==> src/rtl/rmii_tx_pkg.sv <==
// rtl/rmii_tx_pkg.sv - frame constants, FSM state type and CRC-32 dibit step for the RMII transmitter
//
// Contents:
//   state_e           transmit FSM states
//   PREAMBLE_DIBITS   number of 2'b01 dibits before the SFD
//   SFD_BYTE          start-of-frame delimiter, sent LSB dibit first
//   IFG_CYCLES        inter-frame gap length in clocks
//   FCS_DIBITS        FCS length in dibits
//   CRC_POLY/INIT     reflected CRC-32 polynomial and seed
//   crc32_step_dibit  advances a reflected CRC-32 by two bits, d[0] first

package rmii_tx_pkg;

    typedef enum logic [2:0] {
        ST_IDLE,
        ST_PREAMBLE,
        ST_SFD,
        ST_PAYLOAD,
        ST_FCS,
        ST_GAP
    } state_e;

    localparam int          PREAMBLE_DIBITS = 28;
    localparam logic [7:0]  SFD_BYTE        = 8'hD5;
    localparam int          IFG_CYCLES      = 48;
    localparam int          FCS_DIBITS      = 16;
    localparam logic [31:0] CRC_POLY        = 32'hEDB88320;
    localparam logic [31:0] CRC_INIT        = 32'hFFFFFFFF;

    function automatic logic [31:0] crc32_step_dibit(input logic [31:0] crc,
                                                     input logic [1:0]  d);
        logic [31:0] c;
        c = crc;
        for (int i = 0; i < 2; i++) begin
            if (c[0] ^ d[i]) begin
                c = (c >> 1) ^ CRC_POLY;
            end else begin
                c = c >> 1;
            end
        end
        return c;
    endfunction

endpackage

==> src/rtl/rmii_tx_crc32_dibit.sv <==
// rtl/rmii_tx_crc32_dibit.sv - reflected CRC-32 register advanced two bits per clock
//
// Ports:
//   clk  in   clock
//   rst  in   synchronous active-high reset (loads CRC_INIT)
//   clr  in   reload CRC_INIT (start of a new frame)
//   en   in   fold d into the register this clock
//   d    in   dibit, bit 0 is the earlier bit on the wire
//   crc  out  current register value (not complemented)

module crc32_dibit
    import rmii_tx_pkg::*;
(
    input  logic        clk,
    input  logic        rst,
    input  logic        clr,
    input  logic        en,
    input  logic [1:0]  d,
    output logic [31:0] crc
);

    logic [31:0] crc_q;

    always_ff @(posedge clk) begin
        if (rst) begin
            crc_q <= CRC_INIT;
        end else if (clr) begin
            crc_q <= CRC_INIT;
        end else if (en) begin
            crc_q <= crc32_step_dibit(crc_q, d);
        end
    end

    assign crc = crc_q;

endmodule

==> src/rtl/rmii_tx.sv <==
// rtl/rmii_tx.sv - RMII transmit framer: preamble, SFD, payload dibits, FCS, inter-frame gap
//
// Ports:
//   clk       in   50 MHz RMII reference clock
//   rst       in   synchronous active-high reset
//   axiiv     in   payload byte valid
//   axiid     in   payload byte
//   axiilast  in   marks axiid as the final payload byte
//   axiir     out  ready; a byte transfers when axiiv && axiir
//   axiov     out  TXEN (registered)
//   axiod     out  TXD[1:0] (registered, 2'b00 while TXEN is low)
//   underrun  out  single-cycle pulse when the next byte is missing mid-frame

module rmii_tx
    import rmii_tx_pkg::*;
(
    input  logic       clk,
    input  logic       rst,
    input  logic       axiiv,
    input  logic [7:0] axiid,
    input  logic       axiilast,
    output logic       axiir,
    output logic       axiov,
    output logic [1:0] axiod,
    output logic       underrun
);

    // state_q names what is on the wire during the current cycle
    state_e      state_q, state_d;
    logic [5:0]  cnt_q,   cnt_d;
    logic [1:0]  idx_q,   idx_d;
    logic [7:0]  hold_q,  hold_d;
    logic        last_q,  last_d;
    logic [31:0] fcs_q,   fcs_d;
    logic        axiov_q, axiov_d;
    logic [1:0]  axiod_q, axiod_d;

    logic [31:0] crc;
    logic [1:0]  cur_dibit;
    logic        ready_window;
    logic        accept;
    logic        crc_clr;
    logic        crc_en;

    assign cur_dibit    = hold_q[{idx_q, 1'b0} +: 2];

    // The only mid-frame chance to fetch a byte is the last dibit of a non-final byte
    assign ready_window = (state_q == ST_PAYLOAD) && (idx_q == 2'd3) && !last_q;
    assign axiir        = !rst && ((state_q == ST_IDLE) || ready_window);
    assign accept       = axiiv && axiir;
    assign underrun     = !rst && ready_window && !axiiv;

    assign crc_clr      = (state_q == ST_IDLE) && accept;
    assign crc_en       = (state_q == ST_PAYLOAD);

    crc32_dibit u_crc (
        .clk (clk),
        .rst (rst),
        .clr (crc_clr),
        .en  (crc_en),
        .d   (cur_dibit),
        .crc (crc)
    );

    always_ff @(posedge clk) begin
        if (rst) begin
            state_q <= ST_IDLE;
            cnt_q   <= '0;
            idx_q   <= '0;
            hold_q  <= '0;
            last_q  <= 1'b0;
            fcs_q   <= '0;
            axiov_q <= 1'b0;
            axiod_q <= 2'b00;
        end else begin
            state_q <= state_d;
            cnt_q   <= cnt_d;
            idx_q   <= idx_d;
            hold_q  <= hold_d;
            last_q  <= last_d;
            fcs_q   <= fcs_d;
            axiov_q <= axiov_d;
            axiod_q <= axiod_d;
        end
    end

    always_comb begin
        state_d = state_q;
        cnt_d   = cnt_q;
        idx_d   = idx_q;
        hold_d  = hold_q;
        last_d  = last_q;
        fcs_d   = fcs_q;

        case (state_q)
            ST_IDLE: begin
                if (accept) begin
                    hold_d  = axiid;
                    last_d  = axiilast;
                    cnt_d   = '0;
                    idx_d   = '0;
                    state_d = ST_PREAMBLE;
                end
            end
            ST_PREAMBLE: begin
                if (cnt_q == 6'(PREAMBLE_DIBITS - 1)) begin
                    cnt_d   = '0;
                    state_d = ST_SFD;
                end else begin
                    cnt_d = cnt_q + 6'd1;
                end
            end
            ST_SFD: begin
                if (cnt_q == 6'd3) begin
                    cnt_d   = '0;
                    idx_d   = '0;
                    state_d = ST_PAYLOAD;
                end else begin
                    cnt_d = cnt_q + 6'd1;
                end
            end
            ST_PAYLOAD: begin
                idx_d = idx_q + 2'd1;
                if (idx_q == 2'd3) begin
                    cnt_d = '0;
                    if (last_q) begin
                        // The CRC register only absorbs this dibit at the edge, so fold it in here
                        fcs_d   = ~crc32_step_dibit(crc, cur_dibit);
                        state_d = ST_FCS;
                    end else if (axiiv) begin
                        hold_d = axiid;
                        last_d = axiilast;
                    end else begin
                        state_d = ST_GAP;
                    end
                end
            end
            ST_FCS: begin
                fcs_d = fcs_q >> 2;
                if (cnt_q == 6'(FCS_DIBITS - 1)) begin
                    cnt_d   = '0;
                    state_d = ST_GAP;
                end else begin
                    cnt_d = cnt_q + 6'd1;
                end
            end
            ST_GAP: begin
                if (cnt_q == 6'(IFG_CYCLES - 1)) begin
                    cnt_d   = '0;
                    state_d = ST_IDLE;
                end else begin
                    cnt_d = cnt_q + 6'd1;
                end
            end
            default: begin
                state_d = ST_IDLE;
            end
        endcase
    end

    // Pins are decoded from the next state so TXEN/TXD come straight from flops
    always_comb begin
        axiov_d = 1'b0;
        axiod_d = 2'b00;
        case (state_d)
            ST_PREAMBLE: begin
                axiov_d = 1'b1;
                axiod_d = 2'b01;
            end
            ST_SFD: begin
                axiov_d = 1'b1;
                axiod_d = SFD_BYTE[{cnt_d[1:0], 1'b0} +: 2];
            end
            ST_PAYLOAD: begin
                axiov_d = 1'b1;
                axiod_d = hold_d[{idx_d, 1'b0} +: 2];
            end
            ST_FCS: begin
                axiov_d = 1'b1;
                axiod_d = fcs_d[1:0];
            end
            default: begin
                axiov_d = 1'b0;
                axiod_d = 2'b00;
            end
        endcase
    end

    assign axiov = axiov_q;
    assign axiod = axiod_q;

endmodule
==> config.mk <==
export PLATFORM = sky130hd
export DESIGN_NAME = rmii_tx
export DESIGN_NICKNAME = d
export VERILOG_FILES = /design/src/rtl/rmii_tx_pkg.sv /design/src/rtl/rmii_tx_crc32_dibit.sv /design/src/rtl/rmii_tx.sv
export SDC_FILE = /design/constraint.sdc
export NUM_CORES = 1
export LEC_CHECK = 0
export ABC_AREA = 1
export ABC_CLOCK_PERIOD_IN_PS = 2800
export BUFFER_PORTS_ARGS = -buffer_cell sky130_fd_sc_hd__buf_4
export CAP_MARGIN = 10
export CELL_PAD_IN_SITES_DETAIL_PLACEMENT = 1
export CELL_PAD_IN_SITES_GLOBAL_PLACEMENT = 2
export CORE_MARGIN = 2
export CORE_UTILIZATION = 30
export CTS_BUF_LIST = sky130_fd_sc_hd__clkbuf_4 sky130_fd_sc_hd__clkbuf_8
export CTS_CLUSTER_DIAMETER = 60
export CTS_CLUSTER_SIZE = 16
export DETAILED_ROUTE_END_ITERATION = 16
export GPL_TIMING_DRIVEN = 0
export PLACE_DENSITY_LB_ADDON = 0.08
export SLEW_MARGIN = 20
export SYNTH_ARGS = -nofsm -noshare
export SYNTH_HDL_FRONTEND = slang
export SYNTH_SLANG_ARGS = --single-unit
==> constraint.sdc <==
create_clock -name clk -period 2.8 [get_ports clk]
set_input_delay 0.28 -clock clk [delete_from_list [all_inputs] [get_ports clk]]
set_output_delay 0.28 -clock clk [all_outputs]
set_load 0.02 [all_outputs]
==> Word-level counts from Yosys, hierarchy flattened <==
Index checks and enable logic that the tools add are counted.
{ "op_classes": {"n_addsub": 2, "multipliers": 0, "div": 0, "n_lt_le_gt_ge": 0, "n_eq_ne": 17, "shift": 3, "muxes": 46, "bitwise": 7, "reduce_logical": 20} }
{ "ops": {"columns": ["cell", "n"], "rows": [
  ["$mux W32", 14],
  ["$pmux W32 S2", 1],
  ["$not A13 Y14", 3],
  ["$mux W6", 6],
  ["$pmux W6 S6", 1],
  ["$mux W8", 4],
  ["$not A32 Y32", 1],
  ["$mux W3", 8],
  ["$pmux W3 S6", 1],
  ["$pmux W8 S2", 1],
  ["$shiftx A8 B4 Y2", 2],
  ["$eq A3 B2 Y1 const B", 4],
  ["$eq A3 B3 Y1 const B", 3],
  ["$reduce_and A3 Y1", 3],
  ["$pmux W2 S4", 1],
  ["$shiftx A8 B4 Y2 const A", 1],
  ["$logic_and A1 B1 Y1", 7],
  ["$add A6 B1 Y6 const B", 1],
  ["$eq A3 B1 Y1 const B", 2],
  ["$eq A6 B2 Y1 const B", 1],
  ["$eq A6 B4 Y1 const B", 1],
  ["$eq A6 B5 Y1 const B", 1],
  ["$eq A6 B6 Y1 const B", 1],
  ["$pmux W2 S3", 1],
  ["other kinds (15)", 26]
]} }
{ "totals": {"ff_bits": 87, "latch_bits": 0, "ram_bits": 0, "rom_bits": 0, "inputBits": 12, "output_inout_bits": 5, "word_cells": 106, "n_memories": 0} }

==> Logic depth before layout (Yosys ltp) <==
{ "logic_depth": {"ltp_word": 16, "depth_mapped": 14, "ltp_nobuf": 12} }

==> By module <==
Synthesis repeated with hierarchy kept, for this count alone.
{ "unflattened": {"cells_unflattened": 722, "area_unflattened_um2": 4725.8} }
{ "modules_own_cells": {"columns": ["module", "instances", "cells_each", "area_per_inst_um2", "seq_area_each_um2"], "rows": [
  ["rmii_tx", 1, 501, 3221.8, 1101.1],
  ["crc32_dibit", 1, 221, 1503.9, 640.6]
]} }

==> Worst setup path before layout <==
OpenSTA, ideal clock, no wires.
{ "synth_path": {"path_kind": "register to register", "startpoint": "reg idx_q[0]", "endpoint": "reg axiod_q[0] (netlist: axiod[0])", "setup_ps": 70, "arrival_time_ps": 1570, "t_required_ps": 2730, "setup_slack_ps": 1160, "path_stages_with_launch": 12, "path_buffers": 0, "period_less_slack_ps": 1640, "cell_sequence": "dfxtp_1 ha_1 nand3_1 inv_1 nand2_1 nand2_1 nand2_1 nand3_1 nand2_1 nand3_1 nand3_1 a21oi_1"} }
{ "synth_via": {"elab_chain_cells": 10, "elab_cells_between_ends": 28, "cone_classes": "1 x add/sub; 5 x eq/ne; 2 x shift; 15 x mux; 5 x reduce/logical"} }
{ "synth_lines": {"columns": ["element", "line", "text"], "rows": [
  ["start: declaration", "rmii_tx.sv:31", "logic [1:0] idx_q, idx_d;"],
  ["start signal: assignment", "rmii_tx.sv:78", "idx_q <= idx_d;"],
  ["$eq A2 B2 Y1", "rmii_tx.sv:48, rmii_tx.sv:124", null],
  ["$logic_and A1 B1 Y1 (2 in series)", "rmii_tx.sv:48", "assign ready_window = (state_q == ST_PAYLOAD) && (idx_q == 2'd3) && !last_q;"],
  ["$logic_or A1 B1 Y1", "rmii_tx.sv:49", "assign axiir = !rst && ((state_q == ST_IDLE) || ready_window);"],
  ["$logic_and A1 B1 Y1", "rmii_tx.sv:49", null],
  ["$logic_and A1 B1 Y1", "rmii_tx.sv:50", "assign accept = axiiv && axiir;"],
  ["$mux W6 (tied with other cells)", "rmii_tx.sv:97", "if (accept) begin"],
  ["$pmux W6 S6 (tied with other cells)", "rmii_tx.sv:95", "case (state_q)"],
  ["$shiftx A8 B4 Y2 (tied with other cells)", "rmii_tx.sv:172", "axiod_d = SFD_BYTE[{cnt_d[1:0], 1'b0} +: 2];"],
  ["$pmux W2 S4 (*)", "rmii_tx.sv:165", "case (state_d)"],
  ["end signal: assignment", "rmii_tx.sv:83", "axiod_q <= axiod_d;"],
  ["end: declaration", "rmii_tx.sv:36", "logic [1:0] axiod_q, axiod_d;"]
]} }
Every way passes the cells marked *; elsewhere a longest branch is shown, timed or not. The select of a mux whose other input is x is not followed.
A chain may end at the register's enable or synchronous reset.

==> Worst setup path in the final report <==
{ "layout_path": {"startpoint": "reg state_q[2]", "endpoint": "out axiir"} }
{ "layout_via": {"elab_chain_cells": 5, "elab_cells_between_ends": 6, "cone_classes": "1 x eq/ne; 5 x reduce/logical"} }
{ "layout_lines": {"columns": ["element", "line", "text"], "rows": [
  ["start: declaration", "rmii_tx.sv:29", "state_e state_q, state_d;"],
  ["start signal: assignment", "rmii_tx.sv:76", "state_q <= state_d;"],
  ["$eq A3 B2 Y1", "rmii_tx.sv:48", null],
  ["$logic_and A1 B1 Y1 (2 in series)", "rmii_tx.sv:48", null],
  ["$logic_or A1 B1 Y1 (*)", "rmii_tx.sv:49", null],
  ["$logic_and A1 B1 Y1 (*)", "rmii_tx.sv:49", null],
  ["end: declaration", "rmii_tx.sv:22", "output logic axiir,"]
]} }
Every way passes the cells marked *; elsewhere a longest branch is shown, timed or not.

==> impl_metrics.tcl <==
set metrics [dict create \
    drtIter0Drc 223 \
    antenna_found_initial 0 \
    post_synth.cell_area_avg_sq_um 6.99 \
    fin_util 0.344 \
    track_usage 0.195 \
    cp_slowest_stage_delay_ps 550 \
    path_clk_slew_ps 90 \
    die_area_sq_um 14900 \
    ys_ff_latch 87 \
    required_ps 2520 \
    htreeDepth 3 \
    min_from "axiid[3]" \
    ioPinCount 17 \
    core-area_sq_um 13700 \
    grt_pass1_vias 4040 \
    worstPathMaxFanout 10 \
    yosysSeqAreaShare 0.417 \
    die_x_microns 122 \
    syn_nets 611 \
    p_leak_nw 1.94 \
    cp.buffers_inverters 4 \
    r2r-start "idx_q[0]" \
    grt_overflow 0 \
    status "finished clean" \
    synthCells 597 \
    rsz0062_at_grt "no" \
    worstPathCellList "inv_2 > nand2_2 > inv_2 > nand2_2 > clkbuf_1 > nor3_1 > nand2_1 > o21ai_0 > buf_4" \
    clk_path_buf_depth 2 \
    routed_wl_microns 13600 \
    root_buffer "clkbuf_8" \
    max_freq_mhz 386 \
    top_usage_layer "met2" \
    cp-end-kind "output port" \
    fin_nets 638 \
    powerDensity_nw_per_um2 530 \
    grt_util_met1 0.253 \
    final_max_slew_viol_count 0 \
    core.rowCount 43 \
    slowest_stage "clkbuf_1" \
    grt_max_degree 14 \
    clock-sinks 87 \
    final-setup-viol-count 0 \
    grt_pass1_wl_microns 21900 \
    worstMarginPinSlew_ps 706 \
    cp-startpoint "state_q[2]" \
    worst_ep_arrival_time_ps 2310 \
    relSlewSlack 0.530 \
    met2_usage 0.334 \
    cts_buffers 9 \
    netlist_area_sq_um 4170 \
    via_per_inst 4.89 \
    vias 3960 \
    drc 0 \
    maxCapViolations 0 \
    tns_ps 0 \
    crit_type "reg -> out" \
    detail-route-antenna-nets 0 \
    yosys_warnings 0 \
    period_needed_ps 2590 \
    gp_congestion 0.780 \
    area_growth_pct 13.0 \
    dpl.hpwl_microns 9620 \
    path_delay_family "buffers and inverters" \
    wl_per_cell_microns 16.8 \
    insertion_delay_ps 370 \
    dr.pass1.iters 4 \
    post_cts_buffers 0 \
    fin_crit_sh 0.926 \
    fin_worst_skew_ps 10.2 \
    die_h_microns 122 \
    io_buffer_count 16 \
    start_util 0.304 \
    cts_tree "done" \
    holdCritPathClass "in -> reg" \
    cts_resized 0 \
    num_antenna_cells 0 \
    yosysUniqueCellTypes 35 \
    ir_drop_v 0.000215 \
    drive_above_1_share 0.0970 \
    startpoint_type "register" \
    grtUsageMet3 0.0342 \
    postCtsHoldBufs 0 \
    finalHoldViolations 0 \
]
## state kept, by name, indices dropped and copies added (netlist names)
register,flops
fcs_q,32
u_crc.crc,32
hold_q,8
cnt_q,6
state_q,3
axiod,2
idx_q,2
axiov,1
last_q,1
## path summary, 6_finish.rpt
path / end / slack [ps] / depth (start not counted)
setup / recovery: axiir / 210 / 9
hold / removal: hold_q[3] / 210 / 3
setup reg to reg: axiod[0] / 540 / 11
hold reg to reg: u_crc.crc[15] / 480 / 2
## power by group
part / leakage, nW / switching [W] / internal (W)
registers: 0.704 / 0.0000210 / 0.00126
clock network: 0.107 / 0.000476 / 0.000453
logic: 1.13 / 0.000199 / 0.0000890
total: 1.94 / 0.000696 / 0.00181
## tightest hold or removal path, cell delays in order
cell and delay, ps:
buf_4 80, a21oi_1 80, a21oi_1 120
## final cells by class
class,instances,area [sq um]
fill,1762,9000
multi-input combinational,437,2110
sequential,87,1740
tap,180,225
inverter,45,169
clock buffer,12,153
buffer,28,151
timing repair buffer,16,120
clock inverter,4,45.0
## Yosys cell counts
cell type / instances / area (sq um)
clkbuf_1: 13 / 48.8
or2_0: 1 / 6.26
ha_1: 2 / 25.0
nand3b_1: 2 / 15.0
a21o_1: 1 / 7.51
o211ai_2: 1 / 12.5
xnor2_1: 6 / 52.6
nand4_1: 5 / 31.3
nand3_1: 44 / 220
a31oi_1: 24 / 150
dfxtp_1: 87 / 1740
o211ai_1: 14 / 105
buf_1: 1 / 3.75
a41oi_1: 1 / 8.76
a22oi_1: 1 / 7.51
nor2_1: 35 / 131
inv_2: 6 / 22.5
nand2_4: 1 / 11.3
xor2_1: 10 / 87.6
o21ai_0: 29 / 145
or2_2: 2 / 12.5
nor2_2: 3 / 18.8
or2_1: 7 / 43.8
buf_2: 7 / 35.0
o32ai_1: 1 / 8.76
nor3_1: 3 / 15.0
a21boi_1: 1 / 7.51
o21a_1: 2 / 15.0
o21ai_1: 3 / 15.0
a21oi_1: 47 / 235
nand2_1: 189 / 709
nand2_2: 2 / 12.5
buf_6: 3 / 33.8
buf_4: 4 / 30.0
inv_1: 39 / 146
## layout by cell type (no fill, tap or decap), types with 3 or more instances in the layout
cell,netlist,final
buf_6,3,3
buf_4,4,20
clkbuf_1,13,13
o21ai_1,3,3
nor2_1,35,35
inv_1,39,39
inv_2,6,6
xor2_1,10,10
nor3_1,3,3
clkinv_2,0,3
xnor2_1,6,6
clkbuf_8,0,10
dfxtp_1,87,87
nand4_1,5,5
o211ai_1,14,14
a21oi_1,47,47
buf_2,7,7
nor2_2,3,3
o21ai_0,29,29
nand2_1,189,189
nand3_1,44,44
a31oi_1,24,24
or2_1,7,7
## layer usage
layer	vias to the layer above	routed length [microns]
met5	-	0
li1	2023	-
met3	10	355
met1	1889	6490
met4	0	139
met2	38	6590
## cell families after synthesis
kind of cell | Yosys count | share of synthesized area
xor gates and xnor gates | 16 | 0.0336
and+or+nand+nor | 294 | 0.294
DFF | 87 | 0.417
buffers and inverters | 73 | 0.0768
AOI/OAI and AO/OA | 125 | 0.172
adders and majority gates | 2 | 0.00600
## metrics by stage
step / power, W / hold WS [ps] / area, sq um / std cells / worst slack, ps
after CTS: 0.00254 / 188 / 4720 / 809 / 189
after global routing: 0.00262 / 221 / 4720 / 809 / 30.4
after floorplan: 0.00150 / 439 / 4170 / 597 / 1160
final: 0.00250 / 213 / 4720 / 809 / 206
after global placement: 0.00160 / 451 / 4520 / 793 / 557
after detailed placement: 0.00161 / 462 / 4520 / 793 / 552
Power figures use the tool's default switching activity.
